$ cat src/rtl/alu_share_arbiter_pkg.sv
// Shared RISC-V ALU types: the existing operation encoding plus a packed request
// bundle intended for future packed requester ports.
package alu_share_arbiter_pkg;

    localparam int XLEN = 32;

    typedef enum logic [3:0] {
        ALU_ADD  = 4'd0,
        ALU_SUB  = 4'd1,
        ALU_SLL  = 4'd2,
        ALU_SLT  = 4'd3,
        ALU_SLTU = 4'd4,
        ALU_XOR  = 4'd5,
        ALU_SRL  = 4'd6,
        ALU_SRA  = 4'd7,
        ALU_OR   = 4'd8,
        ALU_AND  = 4'd9
    } alu_op_e;

    typedef struct packed {
        logic [XLEN-1:0] src_a;
        logic [XLEN-1:0] src_b;
        alu_op_e         op;
    } alu_req_t;

endpackage

$ cat src/rtl/alu.sv
// Existing combinational ALU. Shifts use src_b[4:0]; SLT is signed, SLTU unsigned;
// encodings outside alu_op_e produce zero.
module alu
    import alu_share_arbiter_pkg::*;
(
    input  logic [XLEN-1:0] src_a,
    input  logic [XLEN-1:0] src_b,
    input  alu_op_e         op,
    output logic [XLEN-1:0] result
);

    logic [4:0] shamt;
    assign shamt = src_b[4:0];

    // Pure datapath decode of the operation.
    always_comb begin
        // NOTE: every path assigns result; the default stops a latch from being inferred.
        result = '0;
        case (op)
            ALU_ADD:  result = src_a + src_b;
            ALU_SUB:  result = src_a - src_b;
            ALU_SLL:  result = src_a << shamt;
            ALU_SLT:  result = {31'd0, $signed(src_a) < $signed(src_b)};
            ALU_SLTU: result = {31'd0, src_a < src_b};
            ALU_XOR:  result = src_a ^ src_b;
            ALU_SRL:  result = src_a >> shamt;
            ALU_SRA:  result = $unsigned($signed(src_a) >>> shamt);
            ALU_OR:   result = src_a | src_b;
            ALU_AND:  result = src_a & src_b;
            default:  result = '0;
        endcase
    end

endmodule

$ cat src/rtl/alu_share_arbiter_rr_arbiter.sv
// rr_arbiter: NUM_REQ-wide request vector in, one-hot grant (and its index) out.
// With ALU_ARB_RR_EN defined the search starts at a rotating pointer that moves past
// the winner whenever `advance` is high; otherwise it is a lowest-index-first
// priority encoder and no pointer state exists.
module rr_arbiter #(
    parameter int NUM_REQ = 2,
    parameter int ID_W    = (NUM_REQ > 1) ? $clog2(NUM_REQ) : 1
) (
    input  logic               clk,
    input  logic               rst,
    input  logic [NUM_REQ-1:0] req,
    input  logic               advance,
    output logic [NUM_REQ-1:0] grant,
    output logic [ID_W-1:0]    grant_idx
);

`ifdef ALU_ARB_RR_EN
    logic [ID_W-1:0] ptr_q, ptr_d;

    function automatic logic [ID_W-1:0] wrap_idx(input int base, input int ofs);
        return ID_W'((base + ofs) % NUM_REQ);
    endfunction

    // Rotating search: the first requester at or after the pointer wins.
    always_comb begin
        logic found;
        grant     = '0;
        grant_idx = '0;
        found     = 1'b0;
        for (int k = 0; k < NUM_REQ; k++) begin
            if (!found && req[wrap_idx(int'(ptr_q), k)]) begin
                found     = 1'b1;
                grant_idx = wrap_idx(int'(ptr_q), k);
            end
        end
        if (found) grant[grant_idx] = 1'b1;
    end

    // Pointer moves one past the winner only when the grant is actually taken.
    always_comb begin
        ptr_d = ptr_q;
        if (advance) begin
            ptr_d = (grant_idx == ID_W'(NUM_REQ - 1)) ? '0 : grant_idx + ID_W'(1);
        end
    end

    // Pointer register.
    always_ff @(posedge clk) begin
        if (rst) ptr_q <= '0;
        else     ptr_q <= ptr_d;
    end
`else
    logic unused_fixed_prio;
    assign unused_fixed_prio = ^{clk, rst, advance};

    // Fixed priority: lowest asserted index wins.
    always_comb begin
        logic found;
        grant     = '0;
        grant_idx = '0;
        found     = 1'b0;
        for (int k = 0; k < NUM_REQ; k++) begin
            if (!found && req[k]) begin
                found     = 1'b1;
                grant_idx = ID_W'(k);
            end
        end
        if (found) grant[grant_idx] = 1'b1;
    end
`endif

endmodule

$ cat src/rtl/alu_share_arbiter.sv
// alu_share_arbiter: shares one combinational ALU between NUM_REQ requesters and
// registers {result, requester id} into a single response slot.
// Build option: define ALU_ARB_RR_EN for round-robin, default is fixed priority.
module alu_share_arbiter
    import alu_share_arbiter_pkg::*;
#(
    parameter int NUM_REQ = 2,
    parameter int ID_W    = (NUM_REQ > 1) ? $clog2(NUM_REQ) : 1
) (
    input  logic                          clk,
    input  logic                          rst,
    input  logic    [NUM_REQ-1:0]         req_valid,
    output logic    [NUM_REQ-1:0]         req_ready,
    input  logic    [NUM_REQ-1:0][XLEN-1:0] req_src_a,
    input  logic    [NUM_REQ-1:0][XLEN-1:0] req_src_b,
    input  alu_op_e [NUM_REQ-1:0]         req_op,
    output logic                          rsp_valid,
    input  logic                          rsp_ready,
    output logic    [ID_W-1:0]            rsp_id,
    output logic    [XLEN-1:0]            rsp_result,
    output logic                          busy
);

    logic [NUM_REQ-1:0] grant;
    logic [ID_W-1:0]    grant_idx;
    logic               slot_free;
    logic               accept;
    logic [XLEN-1:0]    alu_result;

    logic            rsp_valid_q, rsp_valid_d;
    logic [ID_W-1:0] rsp_id_q, rsp_id_d;
    logic [XLEN-1:0] rsp_result_q, rsp_result_d;

    rr_arbiter #(
        .NUM_REQ (NUM_REQ),
        .ID_W    (ID_W)
    ) u_arb (
        .clk       (clk),
        .rst       (rst),
        .req       (req_valid),
        .advance   (accept),
        .grant     (grant),
        .grant_idx (grant_idx)
    );

    // Winner's operands go straight through the single ALU instance.
    alu u_alu (
        .src_a  (req_src_a[grant_idx]),
        .src_b  (req_src_b[grant_idx]),
        .op     (req_op[grant_idx]),
        .result (alu_result)
    );

    // A grant is only offered when the slot is empty or draining this cycle.
    always_comb begin
        slot_free = !rsp_valid_q || rsp_ready;
        req_ready = (rst || !slot_free) ? '0 : grant;
        accept    = |req_ready;
    end

    // Response slot: load on accept, empty on drain, otherwise hold.
    always_comb begin
        rsp_valid_d  = rsp_valid_q;
        rsp_id_d     = rsp_id_q;
        rsp_result_d = rsp_result_q;
        if (accept) begin
            rsp_valid_d  = 1'b1;
            rsp_id_d     = grant_idx;
            rsp_result_d = alu_result;
        end else if (rsp_ready) begin
            rsp_valid_d  = 1'b0;
        end
    end

    // Response register; reset clears the held payload as well as the valid flag.
    always_ff @(posedge clk) begin
        // NOTE: non-blocking assignments so every flop samples pre-edge values.
        if (rst) begin
            rsp_valid_q  <= 1'b0;
            rsp_id_q     <= '0;
            rsp_result_q <= '0;
        end else begin
            rsp_valid_q  <= rsp_valid_d;
            rsp_id_q     <= rsp_id_d;
            rsp_result_q <= rsp_result_d;
        end
    end

    assign rsp_valid  = rsp_valid_q;
    assign rsp_id     = rsp_id_q;
    assign rsp_result = rsp_result_q;
    assign busy       = rsp_valid_q && !rsp_ready;

endmodule

$ cat config.mk
export PLATFORM = sky130hd
export DESIGN_NAME = alu_share_arbiter
export DESIGN_NICKNAME = d
export VERILOG_FILES = /design/src/rtl/alu_share_arbiter_pkg.sv /design/src/rtl/alu.sv /design/src/rtl/alu_share_arbiter_rr_arbiter.sv /design/src/rtl/alu_share_arbiter.sv
export SDC_FILE = /design/constraint.sdc
export NUM_CORES = 1
export LEC_CHECK = 0
export CELL_PAD_IN_SITES_DETAIL_PLACEMENT = 1
export CELL_PAD_IN_SITES_GLOBAL_PLACEMENT = 2
export CORE_AREA = 2 2 198 200
export DETAILED_ROUTE_END_ITERATION = 8
export DIE_AREA = 0 0 200 202
export MAX_ROUTING_LAYER = met4
export PLACE_DENSITY = 0.8
export RECOVER_POWER = 25
export SLEW_MARGIN = 20
export SYNTH_ARGS = -nofsm -noshare
export SYNTH_HDL_FRONTEND = slang
export SYNTH_SLANG_ARGS = --single-unit
$ cat constraint.sdc
create_clock -name clk -period 5.1 [get_ports clk]
set_clock_uncertainty 0.2 [all_clocks]
set_input_delay 0.51 -clock clk [delete_from_list [all_inputs] [get_ports clk]]
set_output_delay 0.51 -clock clk [all_outputs]
set_load 0.03 [all_outputs]
## After elaboration in Yosys (flattened, before gate mapping)

Cells that the tools add are included.

- $add $sub $neg: 2
- Magnitude comparators: 4
- Equality and inequality tests: 9
- Shift-type cells: 3
- Muxes and demuxes: 16
- Bitwise gates (word level): 3
- Reduce and logical (&&, ||, !) cells: 12

Operator list:

| operator | number |
|---|---|
| 32-bit case mux with 10 select lines | 1 |
| 32-bit 2-to-1 mux | 4 |
| 32-bit < comparator | 2 |
| 32-bit adder | 1 |
| 32-bit AND | 1 |
| 32-bit bitwise OR | 1 |
| 32-bit by 5-bit << shifter with 32-bit output | 1 |
| 32-bit by 5-bit >> shifter with 32-bit output | 1 |
| 32-bit by 5-bit >>> shifter with 32-bit output | 1 |
| 32-bit subtractor | 1 |
| 32-bit XOR | 1 |
| 4-bit by 3-bit equality test with 1-bit output (second input constant) | 4 |
| 4-bit by 2-bit equality test with 1-bit output (second input constant) | 2 |
| 4-bit equality test (second input constant) | 2 |
| 4-bit 2-to-1 mux | 2 |
| 1-bit 2-to-1 mux | 6 |
| 4-bit by 1-bit equality test with 1-bit output (second input constant) | 1 |
| 1-bit zero test | 4 |
| 4-bit zero test | 1 |
| 2-bit 2-to-1 mux | 2 |
| 1-bit logical AND | 3 |
| 1-bit logical OR | 2 |
| 1-bit by 2-bit < comparator with 1-bit output (second input constant) | 1 |
| 2-bit nonzero test | 1 |
| 3 further kinds | 3 |

- Register bits after elaboration: 34
- Input port bits: 141
- Output and inout bits: 37
- Word-level logic and storage cells: 52

## Depth between registers and ports, before layout

Gate-level depths: netlist of run 1.

- Word-level depth: 12
- Depth in mapped cells: 22
- Depth with buffers taken out: 16

## Modules after synthesis

Synthesis of run 1 repeated with hierarchy kept, for this count alone.

- Cell total of the unflattened synthesis: 1529
- Area, all modules: 10397.5 sq um

Modules (own cells, without submodules):

| module | times used | cells each | area each (sq um) | seq. area each (sq um) |
|---|---|---|---|---|
| alu | 1 | 1287 | 8064.0 | 0.0 |
| alu_share_arbiter | 1 | 239 | 2316.0 | 680.7 |
| rr_arbiter | 1 | 3 | 17.5 | 0.0 |

## Least setup slack after synthesis of run 1

No wires, ideal clock.

- Path type: input-to-reg
- From: input port req_valid[1]
- To: register rsp_result_q[28] (netlist: rsp_result[28])
- Library setup time: 0.122 ns
- Data arrival time: 4.456 ns
- Required time: 4.778 ns
- Path slack: 0.322 ns
- Cell stages on the path: 22
- Buffers on the path: 6
- Cells stage by stage: buf_4 nor2b_4 buf_6 buf_6 nand2_1 nand2_1 buf_2 buf_2 buf_1 ha_1 inv_1 fa_1 nand2b_1 a221oi_1 o31ai_1 a211oi_1 nor3_1 o41ai_1 or4_1 o211ai_1 xnor2_1 a221o_1

- Longest elaborated chain between the ends: 9
- Elaborated cells between the ends (all ways): 36

RTL lines:

| element | RTL line | source |
|---|---|---|
| start: declaration | alu_share_arbiter.sv:12 | `input logic [NUM_REQ-1:0] req_valid,` |
| 1-bit logical AND * | alu_share_arbiter_rr_arbiter.sv:63 | `if (!found && req[k]) begin` |
| parallel branches: the longest is 8 deep, another holds 32-bit subtractor | - |  |
| end signal: assignment | alu_share_arbiter.sv:85 | `rsp_result_q <= rsp_result_d;` |
| end: declaration | alu_share_arbiter.sv:32 | `logic [XLEN-1:0] rsp_result_q, rsp_result_d;` |

Mark *: on every way between the ends. The select of a mux whose other input is x is not followed.
A chain may end at the register's enable or synchronous reset.

## Worst setup path after layout of run 1

- From: input port req_valid[1]
- To: register rsp_result_q[29] (netlist: rsp_result[29])

Same word-level chain as after synthesis.

==> results.sh, run 1 <==
export IMPL_status="completed"
export IMPL_gp_congestion=1.06
export IMPL_wire_per_inst_microns=29.7
export IMPL_clk_latency_ns=0.30
export IMPL_syn_nets=2021
export IMPL_cp_slowest_cell="a2111oi_2"
export IMPL_cp_cell_sequence="clkdlybuf4s50_1 > nor2b_4 > buf_12 > mux2i_1 > inv_1 > ha_1 > inv_1 > nor4_1 > o211ai_1 > a21oi_1 > nand3_1 > a2111oi_2 > buf_4 > nor3_1 > xnor2_1 > o221a_2 > a211oi_1"
export IMPL_p_int_mw=1.36
export IMPL_start_kind="primary input"
export IMPL_min_period_ns=4.92
export IMPL_clk_pin_slew_ns=0.06
export IMPL_via_per_inst=6.06
export IMPL_hpwl_mm=64.4
export IMPL_syn_mean_instance_area_sq_um=6.40
export IMPL_dr_first_iter_drc_count=1691
export IMPL_tightest_slew_ns=1.08
export IMPL_async_flop_share_pct=0
export IMPL_setup_viol=0
export IMPL_synthDistinctLibCells=85
export IMPL_fin_crit_sh_pct=96.4
export IMPL_endpoint_kind="flip-flop"
export IMPL_core_area_sq_um=38300
export IMPL_synthFlopType="dfxtp_1"
export IMPL_dr_total_vias=15600
export IMPL_wl_mm=76.4
export IMPL_grt_pass1_vias=15400
export IMPL_finalHoldViolCount=0
export IMPL_cts_tree="yes"
export IMPL_power_share_clock_pct=13.1
export IMPL_cts_hold_buffers=0
export IMPL_route_detailed_drc=0
export IMPL_die_w_microns=200
export IMPL_synth_yosys_seq_area_share_pct=5.98
export IMPL_synthCells=1780
export IMPL_start_util_pct=29.7
export IMPL_grt_pass1_wl_mm=110
export IMPL_path_common_cell="inv_1"
export IMPL_fp_row_count=72
export IMPL_hold_path_class="reg2reg"
export IMPL_drive_gt1_share_pct=13.9
export IMPL_path_class="in2reg"
export IMPL_finalWorstSetupSlack_ns=0.183
export IMPL_arrival_ns=4.93
export IMPL_netlist_area_sq_um=11400
export IMPL_maxCapViolCount=0
export IMPL_crit_required_ns=5.11
export IMPL_grt_max_degree=68
export IMPL_post_cts_buffers=0
export IMPL_ys_warnings_count=0
export IMPL_switching_share_pct=53.9
export IMPL_maxClockFrequency_ghz=0.203
export IMPL_syn_to_final_growth_pct=33.1
export IMPL_htreeDepth=2
export IMPL_die_area_sq_um=40400
export IMPL_total_power_mw=2.95
export IMPL_cp_max_fo=53
export IMPL_drtPass1Iterations=6
export IMPL_portBuffers=177
export IMPL_io_pins=178
export IMPL_grt_overflow=0
export IMPL_cts_made_buffers=5
export IMPL_cts_root_buf="clkbuf_16"
export IMPL_die_y_microns=202
export IMPL_max_stage_delay_ns=0.58
export IMPL_relSlewSlack_pct=27.4
export IMPL_power_frac_seq_pct=10.1
export IMPL_slew_violations=0
export IMPL_clock_path_buffers=2
export IMPL_ir_worst_vdd_uv=111
export IMPL_p_leak_nw=6.62
export IMPL_antenna_found_initial=1
export IMPL_nNetsFinal=2292
export IMPL_clock_sinks=34
export IMPL_powerDensity_nw_per_um2=195
export IMPL_rsz0062_at_grt="false"
export IMPL_synth_edff_count=0
export IMPL_ys_ff_latch=34
export IMPL_ff2ff_setup_slack_ns=1.92
export IMPL_p_comb_share_pct=76.8
export IMPL_antenna_left=0
export IMPL_dpl_worst_slack_ns=-0.278
export IMPL_power_switching_mw=1.59
export IMPL_grt_usage_pct=38.7
cell type report:
class	instances	area (sq um)
Multi-Input combinational cell	1509	9780
Tap cell	518	648
Fill cell	4906	23100
Antenna cell	1	2.50
Inverter	103	387
Clock inverter	1	30.0
Clock buffer	6	139
Sequential cell	34	681
Timing Repair Buffer	398	3480
critical path, delay by kind of cell:
| family | cells | cell delay (ns) |
|---|---|---|
| AOI/OAI and AO/OA | 5 | 1.65 |
| xor gates and xnor gates | 1 | 0.13 |
| adders and majority gates | 1 | 0.32 |
| buffers and inverters | 5 | 1.14 |
| muxes | 1 | 0.27 |
| and+or+nand+nor | 4 | 0.88 |
per-layer routing:
layer	vias up	GRT usage (%)	part of all wire, %
li1	7022	-	-
met1	7750	53.5	45
met2	679	55.6	42
met3	122	5.72	7.8
met4	0	16.1	5.0
met5	-	-	0
power groups by stage:
stage	sequential, mW	combinational (mW)	clock, mW
floorplan	0.324	1.12	0
global placement	0.302	2.18	0
detailed placement	0.302	2.19	0
CTS	0.296	2.20	0.388
global route	0.298	2.39	0.398
finish	0.297	2.27	0.387
Yosys cell counts (29+ instances only):
cell type	instances	area (sq um)
a211oi_1	47	353
a21oi_1	165	826
buf_1	29	109
buf_2	48	240
clkbuf_1	51	191
dfxtp_1	34	681
ha_1	98	1230
inv_1	100	375
mux2i_1	98	981
nand2_1	306	1150
nor2_1	166	623
nor3_1	47	235
o211ai_1	33	248
o21ai_0	129	646
what timing repair did:
action | in CTS | in global routing
gates cloned | 0 | 0
gates resized for setup | 1 | 3
endpoints found under the setup margin | 1 | 3
cell families after synthesis:
kind of cell,share of synthesized area [%]
flip-flops,5.98
multiplexers,12.3
AO/OA/AOI/OAI,34.9
AND/OR/NAND/NOR,25.6
adder cells (fa/ha/maj),11.1
XOR/XNOR,1.54
buffers and inverters,8.64
per-stage QoR:
stage	setup TNS, ns	area, sq um	cells	hold WS [ns]	utilization (%)
after floorplan	0	11400	1780	0.388	-
after global placement	-0.327	15000	2562	0.243	39.1
after detailed placement	-0.600	15000	2562	0.270	39.1
after CTS	0	15100	2569	0.284	39.5
after global routing	0	15100	2570	0.299	39.6
final	0	15100	2570	0.264	39.6
cell usage in the layout (no fill, tap or decap), types with 20 or more instances in the layout:
master,netlist,routed
ha_1,98,98
nand2_1,306,305
a211oi_1,47,47
buf_4,3,215
a221oi_1,24,24
o21ai_0,129,129
a21oi_1,165,165
a21o_1,20,20
dfxtp_1,34,34
inv_1,100,100
o211ai_1,33,33
mux2i_1,98,97
nand3_1,24,24
mux2_2,25,25
nor2_1,166,166
nor3_1,47,47
a22oi_1,21,21
clkdlybuf4s50_1,0,160
path summary, 6_finish.rpt:
kind / from / to / cells after the start
worst min register to register: rsp_result[2]$_SDFFE_PP0P_ / rsp_result[2]$_SDFFE_PP0P_ / 2
worst min-delay path: rsp_result[2]$_SDFFE_PP0P_ / rsp_result[2]$_SDFFE_PP0P_ / 2
worst max register to register: rsp_valid$_SDFFE_PP0P_ / rsp_result[29]$_SDFFE_PP0P_ / 10
worst max-delay path: req_valid[1] / rsp_result[29]$_SDFFE_PP0P_ / 17
state kept, by name, indices dropped and copies added (netlist names):
name	flops
rsp_result	32
rsp_id	1
rsp_valid	1
(Power assumes the default switching activity.)
==> run 2: changes to the inputs <==
--- a/config.mk
+++ b/config.mk
@@ -11,7 +11,7 @@
 export DETAILED_ROUTE_END_ITERATION = 8
 export DIE_AREA = 0 0 200 202
 export MAX_ROUTING_LAYER = met4
-export PLACE_DENSITY = 0.8
+export PLACE_DENSITY = 0.9
 export RECOVER_POWER = 25
 export SLEW_MARGIN = 20
 export SYNTH_ARGS = -nofsm -noshare
==> run 2 against run 1 <==
Net effect:
- register-to-register slack got worse by 0.07 ns
- clock power decreased by 3%
- wire length decreased by 11%
- sequential power about the same
- maximum frequency increased by 1.1%
- sequential share of layout area increased by 0.15 points
- sequential cell count unchanged
- via count increased by 1.6%
- combinational power decreased by 7%
- critical endpoint unchanged
- largest cell class unchanged
- largest power group unchanged
==> results.sh, run 2 (same netlist as run 1, synthesis figures left out) <==
export IMPL_die_area_sq_um=40400
export IMPL_tightest_slew_ns=1.03
export IMPL_hold_path_class="reg2reg"
export IMPL_nNetsFinal=2232
export IMPL_setup_viol=0
export IMPL_fin_crit_sh_pct=95.3
export IMPL_dr_total_vias=15800
export IMPL_wire_per_inst_microns=27.0
export IMPL_clock_path_buffers=2
export IMPL_grt_overflow=0
export IMPL_clk_latency_ns=0.29
export IMPL_n_antenna_cell=0
export IMPL_clock_sinks=34
export IMPL_final_cell_mix="nand2_1 (305), nor2_1 (166), a21oi_1 (164), clkdlybuf4s50_1 (161), buf_4 (156)"
export IMPL_grt_usage_pct=34.0
export IMPL_arrival_ns=4.88
export IMPL_endpoint_kind="flip-flop"
export IMPL_cp_max_fo=23
export IMPL_cts_hold_buffers=0
export IMPL_route_detailed_drc=0
export IMPL_min_period_ns=4.86
export IMPL_drtPass1Iterations=6
export IMPL_io_pins=178
export IMPL_status="completed"
export IMPL_mostFrequentLayoutCell="nand2_1"
export IMPL_final_design_area_no_fill_sq_um=14700
export IMPL_grt_pass1_vias=15600
export IMPL_start_util_pct=29.7
export IMPL_tns_ns=0
export IMPL_die_w_microns=200
export IMPL_ir_worst_vdd_uv=182
export IMPL_cts_root_buf="clkbuf_16"
export IMPL_holdWs_ns=0.257
export IMPL_start_kind="primary input"
export IMPL_slew_violations=0
export IMPL_rsz0062_at_grt="false"
export IMPL_grt_pass1_wl_mm=100
export IMPL_maxClockFrequency_ghz=0.206
export IMPL_via_per_inst=6.31
export IMPL_antenna_left=0
export IMPL_maxCapViolCount=0
export IMPL_dr_first_iter_drc_count=2202
export IMPL_final_cells=2510
export IMPL_largest_reg_flops=32
export IMPL_finalHoldViolCount=0
export IMPL_antenna_found_initial=0
export IMPL_syn_to_final_growth_pct=28.9
export IMPL_wl_mm=67.7
export IMPL_grt_max_degree=68
export IMPL_dp_cells=2499
export IMPL_drive_gt1_share_pct=11.2
export IMPL_gp_congestion=1.15
export IMPL_htreeDepth=2
export IMPL_portBuffers=177
export IMPL_path_class="in2reg"
export IMPL_core_area_sq_um=38300
export IMPL_fp_row_count=72
export IMPL_clk_pin_slew_ns=0.07
export IMPL_cts_tree="yes"
export IMPL_die_y_microns=202
export IMPL_relSlewSlack_pct=30.7
export IMPL_powerDensity_nw_per_um2=190
export IMPL_p_leak_nw=6.31
export IMPL_crit_required_ns=5.12
export IMPL_cts_made_buffers=5
export IMPL_hpwl_mm=55.5
export IMPL_place_area_sq_um=14500
export IMPL_nFillCells=4904
-- run 2: metal layers --
| layer | vias to the layer above | track usage, % | routed length, microns |
|---|---|---|---|
| met3 | 275 | 5.91 | 6500 |
| li1 | 6899 | - | - |
| met5 | - | - | 0 |
| met2 | 994 | 51.6 | 29600 |
| met1 | 7658 | 42.3 | 26700 |
| met4 | 0 | 19.2 | 4960 |
-- run 2: layout make-up --
class	count	area, sq um	area share [%]
well taps	518	648	4.42
multi-input cells	1509	9770	66.6
clock buffers	5	125	0.853
flip-flops and latches	34	681	4.64
clock inverters	3	45.0	0.307
inverters	103	387	2.63
repair buffers	338	3020	20.6
-- run 2: final timing paths --
check | from | end | slack, ns | depth (start not counted)
worst min register to register | rsp_result[2]$_SDFFE_PP0P_ | rsp_result[2]$_SDFFE_PP0P_ | 0.26 | 2
worst max-delay path | req_valid[0] | rsp_result[29]$_SDFFE_PP0P_ | 0.24 | 20
worst min-delay path | rsp_result[2]$_SDFFE_PP0P_ | rsp_result[2]$_SDFFE_PP0P_ | 0.26 | 2
worst max register to register | rsp_valid$_SDFFE_PP0P_ | rsp_result[22]$_SDFFE_PP0P_ | 1.85 | 10
-- run 2: what timing repair did --
action / CTS / global route
endpoints found under the setup margin: 0 / 3
setup buffers: 0 / 3
resized for setup: 0 / 1
-- run 2: per-stage QoR --
stage                     util (%)  total power, mW  worst slack, ns
final                         38.3             2.79            0.238
after CTS                     38.2             2.70            0.146
after global placement        37.8             2.28          -0.0797
after floorplan                  -             1.44            0.322
after detailed placement      37.8             2.32           -0.153
after global routing          38.3             2.91           0.0652
-- run 2: worst max-delay path, cell delays in order --
cell	delay (ns)
clkdlybuf4s50_1	0.52
buf_4	0.13
nand2b_4	0.13
buf_12	0.18
buf_4	0.30
nand2_1	0.09
nand2_1	0.10
ha_1	0.29
buf_4	0.17
or3_1	0.39
nor4_1	0.18
buf_4	0.18
nand4_1	0.10
nor2_1	0.28
o21a_1	0.32
nor4_4	0.09
o31ai_4	0.36
xnor2_1	0.12
o221a_2	0.23
a211oi_1	0.19
-- run 2: power breakdown --
part	leakage [nW]	switching (mW)	internal, mW
Clock	0.0760	0.144	0.231
Combinational	5.96	1.34	0.780
Sequential	0.276	0.0157	0.281
Total	6.31	1.50	1.29
==> run 3: changes to the inputs <==
--- a/config.mk
+++ b/config.mk
@@ -7,13 +7,14 @@
 export LEC_CHECK = 0
 export CELL_PAD_IN_SITES_DETAIL_PLACEMENT = 1
 export CELL_PAD_IN_SITES_GLOBAL_PLACEMENT = 2
-export CORE_AREA = 2 2 198 200
+export CORE_AREA = 2 2 187 189
 export DETAILED_ROUTE_END_ITERATION = 8
-export DIE_AREA = 0 0 200 202
+export DIE_AREA = 0 0 189 191
 export MAX_ROUTING_LAYER = met4
-export PLACE_DENSITY = 0.9
+export PLACE_DENSITY = 0.91
 export RECOVER_POWER = 25
 export SLEW_MARGIN = 20
 export SYNTH_ARGS = -nofsm -noshare
 export SYNTH_HDL_FRONTEND = slang
+export SYNTH_HIERARCHICAL = 1
 export SYNTH_SLANG_ARGS = --single-unit
==> run 3 against run 2 <==
Net effect:
- clock power is 21% lower
- critical path type unchanged
- largest cell class unchanged
- setup slack worse by 0.072 ns
- clock-buffer cell count is 1 higher
- power is 0.13% higher
- global-route usage is 1.3 points lower
- highest routed layer unchanged
==> results.sh, run 3 <==
export IMPL_mostFrequentLayoutCell="buf_4"
export IMPL_antenna_found_initial=2
export IMPL_arrival_ns=4.91
export IMPL_core_area_sq_um=34100
export IMPL_maxClockFrequency_ghz=0.203
export IMPL_power_switching_mw=1.41
export IMPL_final_cell_mix="buf_4 (251), nor2_1 (183), clkdlybuf4s50_1 (160), nand2_1 (137), o21ai_0 (132)"
export IMPL_die_y_microns=191
export IMPL_grt_usage_pct=32.7
export IMPL_drive_gt1_share_pct=21.0
export IMPL_fin_util_pct=41.9
export IMPL_syn_to_final_growth_pct=37.6
export IMPL_nNetsFinal=2078
export IMPL_final_design_area_no_fill_sq_um=14300
export IMPL_cts_hold_buffers=0
export IMPL_powerDensity_nw_per_um2=195
export IMPL_clk_latency_ns=0.28
export IMPL_p_leak_nw=6.37
export IMPL_place_area_sq_um=14100
export IMPL_max_stage_delay_ns=0.47
export IMPL_cts_tree="yes"
export IMPL_dr_first_iter_drc_count=1451
export IMPL_syn_nets=1770
export IMPL_synthCells=1528
export IMPL_p_int_mw=1.38
export IMPL_drtPass1Iterations=5
export IMPL_maxCapViolCount=0
export IMPL_netlist_area_sq_um=10400
export IMPL_cts_made_buffers=5
export IMPL_portBuffers=177
export IMPL_antenna_left=0
export IMPL_fp_row_count=68
export IMPL_fin_crit_sh_pct=96.7
export IMPL_tightest_slew_ns=0.797
export IMPL_route_detailed_drc=0
export IMPL_cpLargestDelayFamily="compound AO/OA/AOI/OAI gates"
export IMPL_hpwl_mm=47.9
export IMPL_gp_congestion=0.982
export IMPL_status="completed"
export IMPL_grt_pass1_vias=13700
export IMPL_slew_violations=0
export IMPL_die_w_microns=189
export IMPL_power_frac_seq_pct=11.1
export IMPL_relSlewSlack_pct=46.3
export IMPL_ys_warnings_count=6
export IMPL_syn_mean_instance_area_sq_um=6.80
export IMPL_io_pins=178
export IMPL_tns_ns=0
export IMPL_power_share_clock_pct=10.6
export IMPL_start_util_pct=30.5
export IMPL_die_area_sq_um=36100
export IMPL_start_kind="primary input"
export IMPL_p_comb_share_pct=78.3
export IMPL_wl_mm=58.5
export IMPL_cp_cell_sequence="clkdlybuf4s50_1 > nor2b_4 > buf_12 > buf_4 > mux2_2 > inv_1 > ha_1 > nor3_4 > nand2_2 > o41ai_4 > o41ai_2 > nor4_1 > nor3b_1 > buf_4 > o41a_1 > a311oi_2 > nor3_1 > a211o_1 > nand4_1 > nand2_1"
export IMPL_clock_sinks=34
export IMPL_largest_reg_flops=32
export IMPL_switching_share_pct=50.6
export IMPL_wire_per_inst_microns=25.5
export IMPL_grt_max_degree=99
export IMPL_htreeDepth=2
export IMPL_path_class="in2reg"
export IMPL_setup_viol=0
export IMPL_clk_pin_slew_ns=0.05
export IMPL_cp_slowest_cell="clkdlybuf4s50_1"
export IMPL_cp_max_fo=13
export IMPL_holdWs_ns=0.288
export IMPL_endpoint_kind="flip-flop"
export IMPL_cts_root_buf="clkbuf_16"
export IMPL_finalHoldViolCount=0
export IMPL_rsz0062_at_grt="true"
export IMPL_grt_pass1_wl_mm=87.3
export IMPL_path_buf_inv=5
export IMPL_grt_overflow=0
export IMPL_path_common_cell="buf_4"
export IMPL_crit_required_ns=5.07
export IMPL_clock_path_buffers=2
export IMPL_min_period_ns=4.93
export IMPL_hold_path_class="reg2reg"
export IMPL_dr_total_vias=13600
export IMPL_ir_worst_vdd_uv=118
export IMPL_via_per_inst=5.92
run 3: repair_timing:
| action | 4_1_cts | 5_1_grt |
|---|---|---|
| buffers inserted | 0 | 0 |
| resized for setup | 0 | 15 |
| hold endpoints to repair | 0 | 0 |
| endpoints found under the setup margin | 0 | 10 |
run 3: metrics by stage:
stage	worst slack (ns)	total power, mW	instances
floorplan	0.00235	1.47	1528
global placement	-0.261	2.41	2284
detailed placement	-0.234	2.44	2284
CTS	0.0379	2.75	2290
global route	-0.00675	2.95	2291
finish	0.166	2.79	2293
run 3: cell type report:
| class | count | area (sq um) |
|---|---|---|
| inverter | 92 | 348 |
| clock buffer | 6 | 139 |
| tap | 455 | 569 |
| timing repair buffer | 432 | 3740 |
| fill | 4291 | 19800 |
| multi-input combinational | 1271 | 8820 |
| sequential | 34 | 681 |
| antenna | 3 | 7.51 |
run 3: power groups by stage:
stage	Clock, mW	Combinational (mW)	Sequential, mW
5_1_grt	0.312	2.33	0.312
2_1_floorplan	0	1.11	0.365
3_3_place_gp	0	2.10	0.314
6_report	0.296	2.19	0.309
4_1_cts	0.302	2.14	0.310
3_5_place_dp	0	2.13	0.315
run 3: routing by layer:
metal,wire length [microns],share of wire (%),GRT usage (%),up-vias
li1,-,-,-,6222
met1,25800,44,43.3,6707
met2,26600,46,52.1,554
met3,4020,6.9,3.52,91
met4,1970,3.4,10.0,0
met5,0,0,-,-
run 3: path summary, 6_finish.rpt:
check / from / to / slack, ns / cells after the start
setup / recovery: req_valid[0] / rsp_result[26]$_SDFFE_PP0P_ / 0.17 / 20
hold / removal: rsp_result[10]$_SDFFE_PP0P_ / rsp_result[10]$_SDFFE_PP0P_ / 0.29 / 2
setup reg to reg: rsp_valid$_SDFFE_PP0P_ / rsp_result[4]$_SDFFE_PP0P_ / 3.31 / 4
hold reg to reg: rsp_result[10]$_SDFFE_PP0P_ / rsp_result[10]$_SDFFE_PP0P_ / 0.29 / 2
run 3: tightest hold or removal path, stage by stage, from the launching register on:
cell      delay, ns
dfxtp_1        0.30
o211ai_1       0.08
nand2_1        0.06
